**src/rtl/ov7670_frame_tx.sv**
```systemverilog
// OV7670-style RGB565 frame source: pclk at clk/2, href/vsync/data updated on
// falling pclk so they are stable across the rising edge. Content is colour
// bars or a per-frame byte ramp, selected at frame start.
module ov7670_frame_tx #(
  parameter int unsigned H_ACTIVE  = 320,
  parameter int unsigned V_ACTIVE  = 240,
  parameter int unsigned H_BLANK   = 144,
  parameter int unsigned VS_LINES  = 3,
  parameter int unsigned VBP_LINES = 17,
  parameter int unsigned VFP_LINES = 10,
  parameter int unsigned BAR_W     = 40
) (
  input  logic       clk,
  input  logic       rst,
  input  logic       en,
  input  logic       mode,
  output logic       pclk,
  output logic       href,
  output logic       vsync,
  output logic [7:0] data,
  output logic       frame_done
);

  localparam int unsigned LINE_SLOTS = 2 * H_ACTIVE + H_BLANK;
  localparam logic [10:0] BYTE_LAST  = 11'(LINE_SLOTS - 1);
  localparam logic [10:0] ACT_BYTES  = 11'(2 * H_ACTIVE);

  typedef enum logic [2:0] {S_IDLE, S_VSYNC, S_VBP, S_ACTIVE, S_VFP} state_t;

  state_t      state, nxt_state;
  logic        started;
  logic        mode_r;
  logic [10:0] byte_cnt, nxt_byte;
  logic [9:0]  line_cnt, nxt_line, line_last;
  logic        frame_end, nxt_href;
  logic [7:0]  ramp;
  logic [9:0]  pix_x;
  logic [31:0] bar_raw;
  logic [2:0]  bar_idx;
  logic [15:0] rgb;
  logic [7:0]  bar_byte;

  // Last line index of the vertical region currently being sent
  always_comb begin
    line_last = '0;
    unique case (state)
      S_VSYNC:  line_last = 10'(VS_LINES - 1);
      S_VBP:    line_last = 10'(VBP_LINES - 1);
      S_ACTIVE: line_last = 10'(V_ACTIVE - 1);
      S_VFP:    line_last = 10'(VFP_LINES - 1);
      default:  line_last = '0;
    endcase
  end

  // Position of the byte slot that starts at the next falling pclk
  always_comb begin
    nxt_state = state;
    nxt_byte  = byte_cnt;
    nxt_line  = line_cnt;
    frame_end = 1'b0;
    if (state == S_IDLE) begin
      if (en) begin
        nxt_state = S_VSYNC;
        nxt_byte  = '0;
        nxt_line  = '0;
      end
    end else if (byte_cnt == BYTE_LAST) begin
      nxt_byte = '0;
      if (line_cnt == line_last) begin
        nxt_line = '0;
        unique case (state)
          S_VSYNC:  nxt_state = S_VBP;
          S_VBP:    nxt_state = S_ACTIVE;
          S_ACTIVE: nxt_state = S_VFP;
          default: begin
            nxt_state = S_IDLE;
            frame_end = 1'b1;
          end
        endcase
      end else begin
        nxt_line = line_cnt + 10'd1;
      end
    end else begin
      nxt_byte = byte_cnt + 11'd1;
    end
  end

  // Colour-bar byte for the next slot; bar index saturates at the last bar
  always_comb begin
    pix_x   = nxt_byte[10:1];
    bar_raw = 32'(pix_x) / BAR_W;
    bar_idx = (bar_raw > 32'd7) ? 3'd7 : bar_raw[2:0];
    unique case (bar_idx)
      3'd0: rgb = 16'hFFFF;
      3'd1: rgb = 16'hFFE0;
      3'd2: rgb = 16'h07FF;
      3'd3: rgb = 16'h07E0;
      3'd4: rgb = 16'hF81F;
      3'd5: rgb = 16'hF800;
      3'd6: rgb = 16'h001F;
      default: rgb = 16'h0000;
    endcase
    bar_byte = nxt_byte[0] ? rgb[7:0] : rgb[15:8];
    nxt_href = (nxt_state == S_ACTIVE) && (nxt_byte < ACT_BYTES);
  end

  // Frame FSM and registered outputs; everything advances on falling pclk
  always_ff @(posedge clk) begin
    if (!rst) begin
      started    <= 1'b0;
      pclk       <= 1'b0;
      state      <= S_IDLE;
      byte_cnt   <= '0;
      line_cnt   <= '0;
      mode_r     <= 1'b0;
      ramp       <= '0;
      href       <= 1'b0;
      vsync      <= 1'b0;
      data       <= '0;
      frame_done <= 1'b0;
    end else begin
      // pclk holds low for one extra clk so its first rise lands 2 clk after reset
      started    <= 1'b1;
      if (started) pclk <= ~pclk;
      frame_done <= 1'b0;
      if (pclk) begin
        state      <= nxt_state;
        byte_cnt   <= nxt_byte;
        line_cnt   <= nxt_line;
        vsync      <= (nxt_state == S_VSYNC);
        href       <= nxt_href;
        frame_done <= frame_end;
        if (state == S_IDLE && en) begin
          mode_r <= mode;
          ramp   <= '0;
        end
        if (nxt_href) begin
          data <= mode_r ? ramp : bar_byte;
          ramp <= ramp + 8'd1;
        end else begin
          data <= '0;
        end
      end
    end
  end

endmodule
```
**config.mk**
```make
export PLATFORM = sky130hd
export DESIGN_NAME = ov7670_frame_tx
export DESIGN_NICKNAME = d
export VERILOG_FILES = /design/src/rtl/ov7670_frame_tx.sv
export SDC_FILE = /design/constraint.sdc
export NUM_CORES = 1
export LEC_CHECK = 0
export CAP_MARGIN = 20
export CORE_MARGIN = 2
export CORE_UTILIZATION = 30
export DETAILED_ROUTE_END_ITERATION = 7
export PLACE_DENSITY = 0.51
export SYNTH_ARGS = -nofsm -noshare
export SYNTH_HDL_FRONTEND = slang
export SYNTH_SLANG_ARGS = --single-unit
```
**constraint.sdc**
```tcl
create_clock -name clk -period 5.1 [get_ports clk]
set_input_delay 1.02 -clock clk [delete_from_list [all_inputs] [get_ports clk]]
set_output_delay 1.02 -clock clk [all_outputs]
set_load 0.02 [all_outputs]
```
Word-level counts from Yosys, hierarchy flattened
Cells that the tools add are included.
{"block": "op_classes", "addsub": 3, "n_div": 1, "magnitude_cmp": 2, "n_eq_ne": 15, "mux": 22, "bitwise_logic": 4, "n_reduce_logical": 11}
{"operator": "case mux 16 bit (7 select lines)", "count": 1}
{"operator": "2-to-1 mux 10 bit", "count": 4}
{"operator": "2-to-1 mux 8 bit", "count": 5}
{"operator": "2-to-1 mux 11 bit", "count": 3}
{"operator": "divider 10 x 6 -> 32 bit, second input constant", "count": 1}
{"operator": "> comparator 32 x 3 -> 1 bit, second input constant", "count": 1}
{"operator": "case mux 8 bit (4 select lines)", "count": 1}
{"operator": "equality test 3 x 2 -> 1 bit, second input constant", "count": 5}
{"operator": "2-to-1 mux 3 bit", "count": 5}
{"operator": "equality test 3 bit, second input constant", "count": 4}
{"operator": "adder 11 x 1 -> 11 bit, second input constant", "count": 1}
{"operator": "equality test 11 x 10 -> 1 bit, second input constant", "count": 1}
{"operator": "less-than comparator 11 x 10 -> 1 bit, second input constant", "count": 1}
{"operator": "adder 10 x 1 -> 10 bit, second input constant", "count": 1}
{"operator": "equality test 10 bit", "count": 1}
{"operator": "equality test 3 x 1 -> 1 bit, second input constant", "count": 3}
{"operator": "case mux 3 bit (3 select lines)", "count": 1}
{"operator": "adder 8 x 1 -> 8 bit, second input constant", "count": 1}
{"operator": "zero test 3 bit", "count": 2}
{"operator": "OR reduction 5 bit", "count": 1}
{"operator": "inverter 1 bit", "count": 4}
{"operator": "AND reduction 2 bit", "count": 2}
{"operator": "nonzero test 2 bit", "count": 2}
{"operator": "AND reduction 3 bit", "count": 1}
{"operator": "other kinds (4)", "count": 6}
{"block": "word_totals", "register_bits": 46, "input_bits": 4, "output_inout_bits": 12, "elab_cells": 69}

Longest topological paths before layout
{"block": "logic_depth", "ltp_word": 11, "depth_mapped": 18, "depth_no_buf": 16}

Least setup slack after synthesis
OpenSTA, ideal clock, no wires.
{"block": "synth_path", "path_kind": "input port to flip-flop", "startpoint": "input port en", "endpoint": "register data[0]", "setup_ns": 0.122, "arrival_ns": 4.036, "t_required_ns": 4.978, "path_slack_ns": 0.942, "path_stages": 16, "n_path_buf": 3, "path_cell_list": "nor4_2 -> buf_4 -> nand2_1 -> a22o_1 -> buf_2 -> inv_2 -> buf_2 -> ha_1 -> a2111oi_1 -> o31ai_2 -> a2111oi_0 -> a2111oi_2 -> a21o_1 -> o2bb2a_4 -> a31oi_2 -> o31ai_1"}
{"block": "synth_via", "elab_chain_len": 10}
{"element": "start, declared", "line": "15", "text": "input logic en,"}
{"element": "2-to-1 mux 11 bit (*)", "line": "62", "text": "if (en) begin"}
{"element": "2-to-1 mux 11 bit (*)", "line": "61", "text": "if (state == S_IDLE) begin"}
{"element": "named net nxt_byte[10]", "line": "33", "text": "logic [10:0] byte_cnt, nxt_byte;"}
{"element": "divider 10 x 6 -> 32 bit", "line": "91", "text": "bar_raw = 32'(pix_x) / BAR_W;"}
{"element": "> comparator 32 x 3 -> 1 bit", "line": "92", "text": "bar_idx = (bar_raw > 32'd7) ? 3'd7 : bar_raw[2:0];"}
{"element": "2-to-1 mux 3 bit", "line": "92"}
{"element": "equality test 3 bit (tied with other cells)", "line": "93", "text": "unique case (bar_idx)"}
{"element": "case mux 16 bit (7 select lines)", "line": "93"}
{"element": "2-to-1 mux 8 bit", "line": "103", "text": "bar_byte = nxt_byte[0] ? rgb[7:0] : rgb[15:8];"}
{"element": "2-to-1 mux 8 bit", "line": "138", "text": "data <= mode_r ? ramp : bar_byte;"}
{"element": "2-to-1 mux 8 bit (*)", "line": "137", "text": "if (nxt_href) begin"}
{"element": "end signal, assigned", "line": "138"}
{"element": "end, declared", "line": "20", "text": "output logic [7:0] data,"}
The timed path passes the listed nets; every way through them passes the cells marked *.
A chain may end at the register's enable or synchronous reset.

Worst setup path in the final report
{"block": "layout_path", "startpoint": "input port en", "endpoint": "register data[0]"}
{"block": "layout_via", "elab_chain_len": 10}
{"element": "2-to-1 mux 11 bit", "line": "62"}
{"element": "2-to-1 mux 11 bit", "line": "61"}
{"element": "divider 10 x 6 -> 32 bit", "line": "91"}
{"element": "> comparator 32 x 3 -> 1 bit", "line": "92"}
{"element": "2-to-1 mux 3 bit", "line": "92"}
{"element": "equality test 3 bit (tied with other cells)", "line": "93"}
{"element": "case mux 16 bit (7 select lines)", "line": "93"}
{"element": "2-to-1 mux 8 bit", "line": "103"}
{"element": "2-to-1 mux 8 bit", "line": "138"}
{"element": "2-to-1 mux 8 bit (*)", "line": "137"}
Every way passes the cells marked *; elsewhere a longest branch is shown, timed or not.

==> results_dict.tcl <==
set metrics [dict create \
    drive_above_1_share_pct 9.16 \
    ios 16 \
    synth_warnings 0 \
    io_buffers 15 \
    drc_errors 0 \
    cp-end-kind "register" \
    stdcell_area_mm2 0.00355 \
    cp.required_ps 5310 \
    first_pass_iters 5 \
    synthAdderAreaFrac_pct 2.23 \
    yosys_register_bits 46 \
    drt_wl_total_mm 7.66 \
    multi_input_area_mm2 0.00213 \
    gp_congestion 0.868 \
    synth_cell_types 72 \
    grt_pass1_vias 2755 \
    finalCritPeriodShare_pct 87.3 \
    post_cts_buffers 0 \
    finalHoldViolations 0 \
    path_max_fanout 11 \
    core_area_mm2 0.0103 \
    synthMuxAreaShare_pct 1.29 \
    async_flop_share_pct 0 \
    cpPeakStageDelay_ps 490 \
    ant_nets 0 \
    criticalPathCategory "input pin to register" \
    synth-simple-area-share_pct 32.0 \
    slew_headroom_pct 45.7 \
    diodes 0 \
    cts_hold_buf 0 \
    syn_area_mm2 0.00319 \
    die_h_um 107 \
    num_vias 3012 \
    crit_slowest_cell "clkdlybuf4s50_1" \
    finalCriticalPeriod_ps 4450 \
    ff_latch_area_um2 921 \
    final_common_cell "dfxtp_1" \
    setup-tns-final_ps 0 \
    nFillCells 1085 \
    rows 37 \
    setup_viol 0 \
    syn-num-nets 419 \
    start_kind "input pin" \
    cts-root-buf "clkbuf_8" \
    initial_utilization_pct 30.9 \
    path_cells "clkdlybuf4s50_1 > nor4_2 > nand2_1 > a22o_1 > inv_2 > ha_1 > a2111oi_1 > o31ai_2 > and3_4 > a2111oi_2 > a21boi_1 > o2bb2a_4 > a31oi_2 > o31ai_1" \
    h-tree-depth 2 \
    fin_ws_ps 649 \
    status "complete, no violations" \
    drt_iter0_markers 184 \
    worst_pin_slew_ps 814 \
    synthCells 411 \
    wl_per_cell_um 13.9 \
    drv_slew 0 \
    rsz0062_at_grt "false" \
    die_x_um 107 \
    leakage_uw 0.00117 \
    ys_seq_area_share_pct 28.8 \
    cts_sinks 46 \
    clockBufferDepth 2 \
    cp.arrival_ps 4660 \
    synth_compound_area_share_pct 27.2 \
    power_density_mw_per_mm2 210 \
    gr-total-overflow 0 \
    synth_area_per_cell_um2 7.77 \
    grt_use_total_pct 13.9 \
    final_cell_mix "dfxtp_1, nand2_1, nor2_1" \
    synth_top_family_by_area "simple AND/OR/NAND/NOR gates" \
    clock_skew_ps 9.10 \
    cts_resized 0 \
    fin_nets 422 \
    syn_to_final_growth_pct 11.2 \
    grt_max_degree 33 \
    grt_pass1_wl_mm 13.3 \
    yosys.area.top_type "dfxtp_1" \
    cts_made_buffers 5 \
    synth_xor_xnor_area_share_pct 3.84 \
    clk_latency_ps 300 \
    dieArea_mm2 0.0115 \
    synth-edff-count 0 \
    clkTransAtPathRegs_ps 90 \
    max_freq_ghz 0.225 \
    max_cap_violations 0 \
    antenna_found_initial 0 \
    hpwl_mm 5.48 \
    min_path_type "register to register" \
    worst_ir_drop_vdd_mv 0.147 \
    placed_cell_area_mm2 0.00344 \
    place_ws_ps 350 \
    vias_per_cell 5.47 \
    ys.flop_type "dfxtp_1" \
    synthTopCellsByArea "dfxtp_1, nand2_1, o21ai_0" \
    cts_tree "yes" \
    netlist.area_leader.share_pct 28.8 \
]
state kept, by name, indices dropped and copies added (netlist names), 3 cells and up:
name,flops
data,8
line_cnt,10
ramp,8
byte_cnt,11
state,3
worst max-delay path, delay by kind of cell:
family                   cells  cell delay (ps)
AO/OA/AOI/OAI                8             1980
buffers and inverters        2              640
AND/OR/NAND/NOR              3              730
adder cells (fa/ha/maj)      1              290
area by class of cell:
class | count | area share (%)
clock buffer | 5 | 1.94
clock inverter | 3 | 1.23
inverter | 5 | 0.529
multi-input combinational | 334 | 59.9
sequential | 46 | 25.9
tap | 136 | 4.79
timing repair buffer | 22 | 5.71
path summary, 6_finish.rpt:
kind                          from                   end  slack, ps  depth (start not counted)
max                             en  data[0]$_SDFFE_PN0P_        650                         14
min           data[1]$_SDFFE_PN0P_  data[1]$_SDFFE_PN0P_        460                          2
max reg2reg  state[0]$_SDFFE_PN0P_  data[0]$_SDFFE_PN0P_        920                         13
min reg2reg   data[1]$_SDFFE_PN0P_  data[1]$_SDFFE_PN0P_        460                          2
power breakdown:
group	total [uW]	leakage [uW]	internal, uW	switching (uW)
clock network	280	0.0000585	147	133
logic	86.4	0.000737	35.3	51.1
registers	379	0.000372	364	14.4
total	745	0.00117	547	198
metrics by stage:
stage / cells / util, % / total power (uW) / hold slack, ps
after global placement: 543 / 33.3 / 474 / 439
after CTS: 551 / 34.4 / 754 / 464
final: 551 / 34.4 / 745 / 460
after floorplan: 411 / - / 449 / 464
after global routing: 551 / 34.4 / 785 / 496
after detailed placement: 543 / 33.3 / 474 / 447
metal layers:
metal | wire (um) | vias up | share of wire [%] | track usage (%)
li1 | - | 1534 | - | -
met1 | 3920 | 1393 | 51 | 19.6
met2 | 3360 | 79 | 44 | 22.3
met3 | 329 | 6 | 4.3 | 2.49
met4 | 59 | 0 | 0.77 | 2.78
met5 | 0 | - | 0 | 0
cells by family (layout without fill, tap and decap cells):
logic type                 after synthesis  after routing
and+or+nand+nor                        189            189
AOI/OAI and AO/OA                      121            121
DFF                                     46             46
buffers and inverters                   31             35
xor gates and xnor gates                14             14
adders and majority gates                6              6
muxes                                    4              4
synth_stat cells (all sizes together), types with 3 or more instances:
cell / instances
a2111oi: 4
a211oi: 4
a21boi: 11
a21o: 3
a21oi: 17
a221o: 4
a221oi: 3
a22oi: 6
a31oi: 4
a32oi: 3
and2: 12
and3: 9
and3b: 3
buf: 12
clkbuf: 14
dfxtp: 46
ha: 4
inv: 5
mux2i: 3
nand2: 37
nand2b: 7
nand3: 25
nand4: 7
nor2: 35
nor2b: 14
nor3: 12
nor4: 7
o211ai: 5
o21a: 3
o21ai: 32
o31ai: 7
or3: 8
or4: 3
xnor2: 9
xor2: 5
No activity file was read; power rests on OpenSTA's default activity.
==> RTL edit, RTL diff (config.mk and constraints unchanged) <==
Reset style: asynchronous (`rst`), changed in one clocked block.
--- a/src/rtl/ov7670_frame_tx.sv
+++ b/src/rtl/ov7670_frame_tx.sv
@@ -106,5 +106,5 @@
 
   // Frame FSM and registered outputs; everything advances on falling pclk
-  always_ff @(posedge clk) begin
+  always_ff @(posedge clk or negedge rst) begin
     if (!rst) begin
       started    <= 1'b0;
Formal check against the unedited RTL: differs if rst is asserted again (counterexample within 4 cycles, from zero or initial values and one cycle with rst low); with rst held inactive, the same outputs for 10 cycles.
==> RTL edit against the original RTL <==
Clock skew increased by 2.0 ps. First-iteration DRC count down 14%. Worst hold slack got worse by 20 ps. Core utilization increased by 0.13 points. Cell area rose by 4.5%. Wire length up 9.6%. Setup slack lost 220 ps. Synthesized cell count decreased by 5.1%. Synthesized area is 2.2% higher. Sequential cell count stayed put. Critical path depth rose by 2. Critical endpoint is now data[1]. Highest routed layer unchanged.
Power is not compared: it rests on default switching activity, and its combinational part moved more than twofold at a synthesized area within 25%.
==> RTL edit: results (changes against the original RTL) <==
[run_status]
status=finished, final reports clean

[drt]
drt-total-wl_um=8400  ; +9.6%
dr.first_iter.drc_count=158  ; -14%
viasPerCell=5.49  ; +0.41%

[sta]
slew_headroom_pct=56.4  ; +11 points
skew_ps=11.1  ; +1.97 ps

[synthesis]
yosys_warnings=0  ; unchanged
ys_top_cells_by_area=dfrtp_1 35%, o21ai_0 7.2%, nand2_1 4.1%
seq_area_frac_synth_pct=35.3  ; +6.4 points
synthDistinctLibCells=70  ; -2.8%
synth_ff_type=dfrtp_1
synthesis.nets=398  ; -5.0%
synthTopCellsByCount=47 x o21ai_0, 46 x dfrtp_1, 36 x nand2_1
ys_async_sr_fraction_pct=100  ; +100 points

[critical_path]
worst-path-max-fanout=14  ; +3
cp_slowest_cell=or4_1
critPathTopFamily=compound AO/OA/AOI/OAI gates
critPathMaxStageDelay_ps=570  ; +80 ps
cp.arrival_ps=4880  ; +220 ps

[cells_and_area]
finalNonFillerCells=542  ; -1.6%
nFillCells=1173  ; +8.1%
drive_gt1_share_pct=12.4  ; +3.3 points
final_nets=409  ; -3.1%

[placed_design]
dp.cells=534  ; -1.7%
dp_slack_ps=219  ; -131 ps
dp_hpwl_um=5850  ; +6.6%
place_congestion=0.853  ; -1.8%
place_area_um2=3560  ; +3.5%

[grt]
grt_pass1_vias=2875  ; +4.4%
grt_max_degree=47  ; +42%
grt_first_pass_wirelength_um=14600  ; +10%
track_usage_pct=15.4  ; +1.5 points

[power_and_ir_drop]
irDropWorstVdd_mv=0.219

[clock_tree]
cts_buffer_depth=2  ; unchanged

==> RTL edit: changes by cell type after synthesis, moves of 7 or more <==
| cell | before | now |
|---|---|---|
| and2_1 | 11 | 4 |
| dfxtp_1 | 46 | 0 |
| nor2_1 | 34 | 21 |
| a21boi_0 | 10 | 0 |
| nor3_1 | 10 | 3 |
| dfrtp_1 | 0 | 46 |
| o21ai_0 | 27 | 47 |
==> RTL edit: metal layers <==
| metal | share of wire [%] | GRT usage (%) |
|---|---|---|
| met4 | 1.1 | 4.40 |
| met1 | 51 | 22.8 |
| met2 | 45 | 23.6 |
| met3 | 3.1 | 1.93 |
| met5 | 0 | 0 |
==> RTL edit: cells by family after synthesis <==
| group | synth area share [%] |
|---|---|
| adders and majority gates | 2.22 |
| muxes | 1.30 |
| other | 0.115 |
| AOI/OAI and AO/OA | 29.4 |
| DFF | 35.3 |
| buffers and inverters | 3.95 |
| xor gates and xnor gates | 1.61 |
| and+or+nand+nor | 26.1 |
==> RTL edit: area by class of cell <==
class	instances	area, um^2	area share, %
multi-input combinational	316	2000	53.8
sequential	46	1150	31.0
timing repair buffer	26	228	6.14
tap	140	175	4.72
clock buffer	5	68.8	1.85
clock inverter	3	68.8	1.85
inverter	6	22.5	0.607
==> RTL edit: path summary, 6_finish.rpt <==
check,startpoint,to,slack (ps),cells after the start
min in group asynchronous,rst,mode_r,800,2
max reg2reg,byte_cnt[0],data[1],430,16
max,byte_cnt[0],data[1],430,16
min,started,pclk,440,1
min reg2reg,started,pclk,440,1
max in group asynchronous,rst,byte_cnt[1],3870,2
==> RTL edit: where the power goes <==
part	total (mW)	internal [mW]	switching (mW)
Combinational	0.851	0.333	0.518
Sequential	0.546	0.425	0.121
Clock	0.335	0.197	0.138
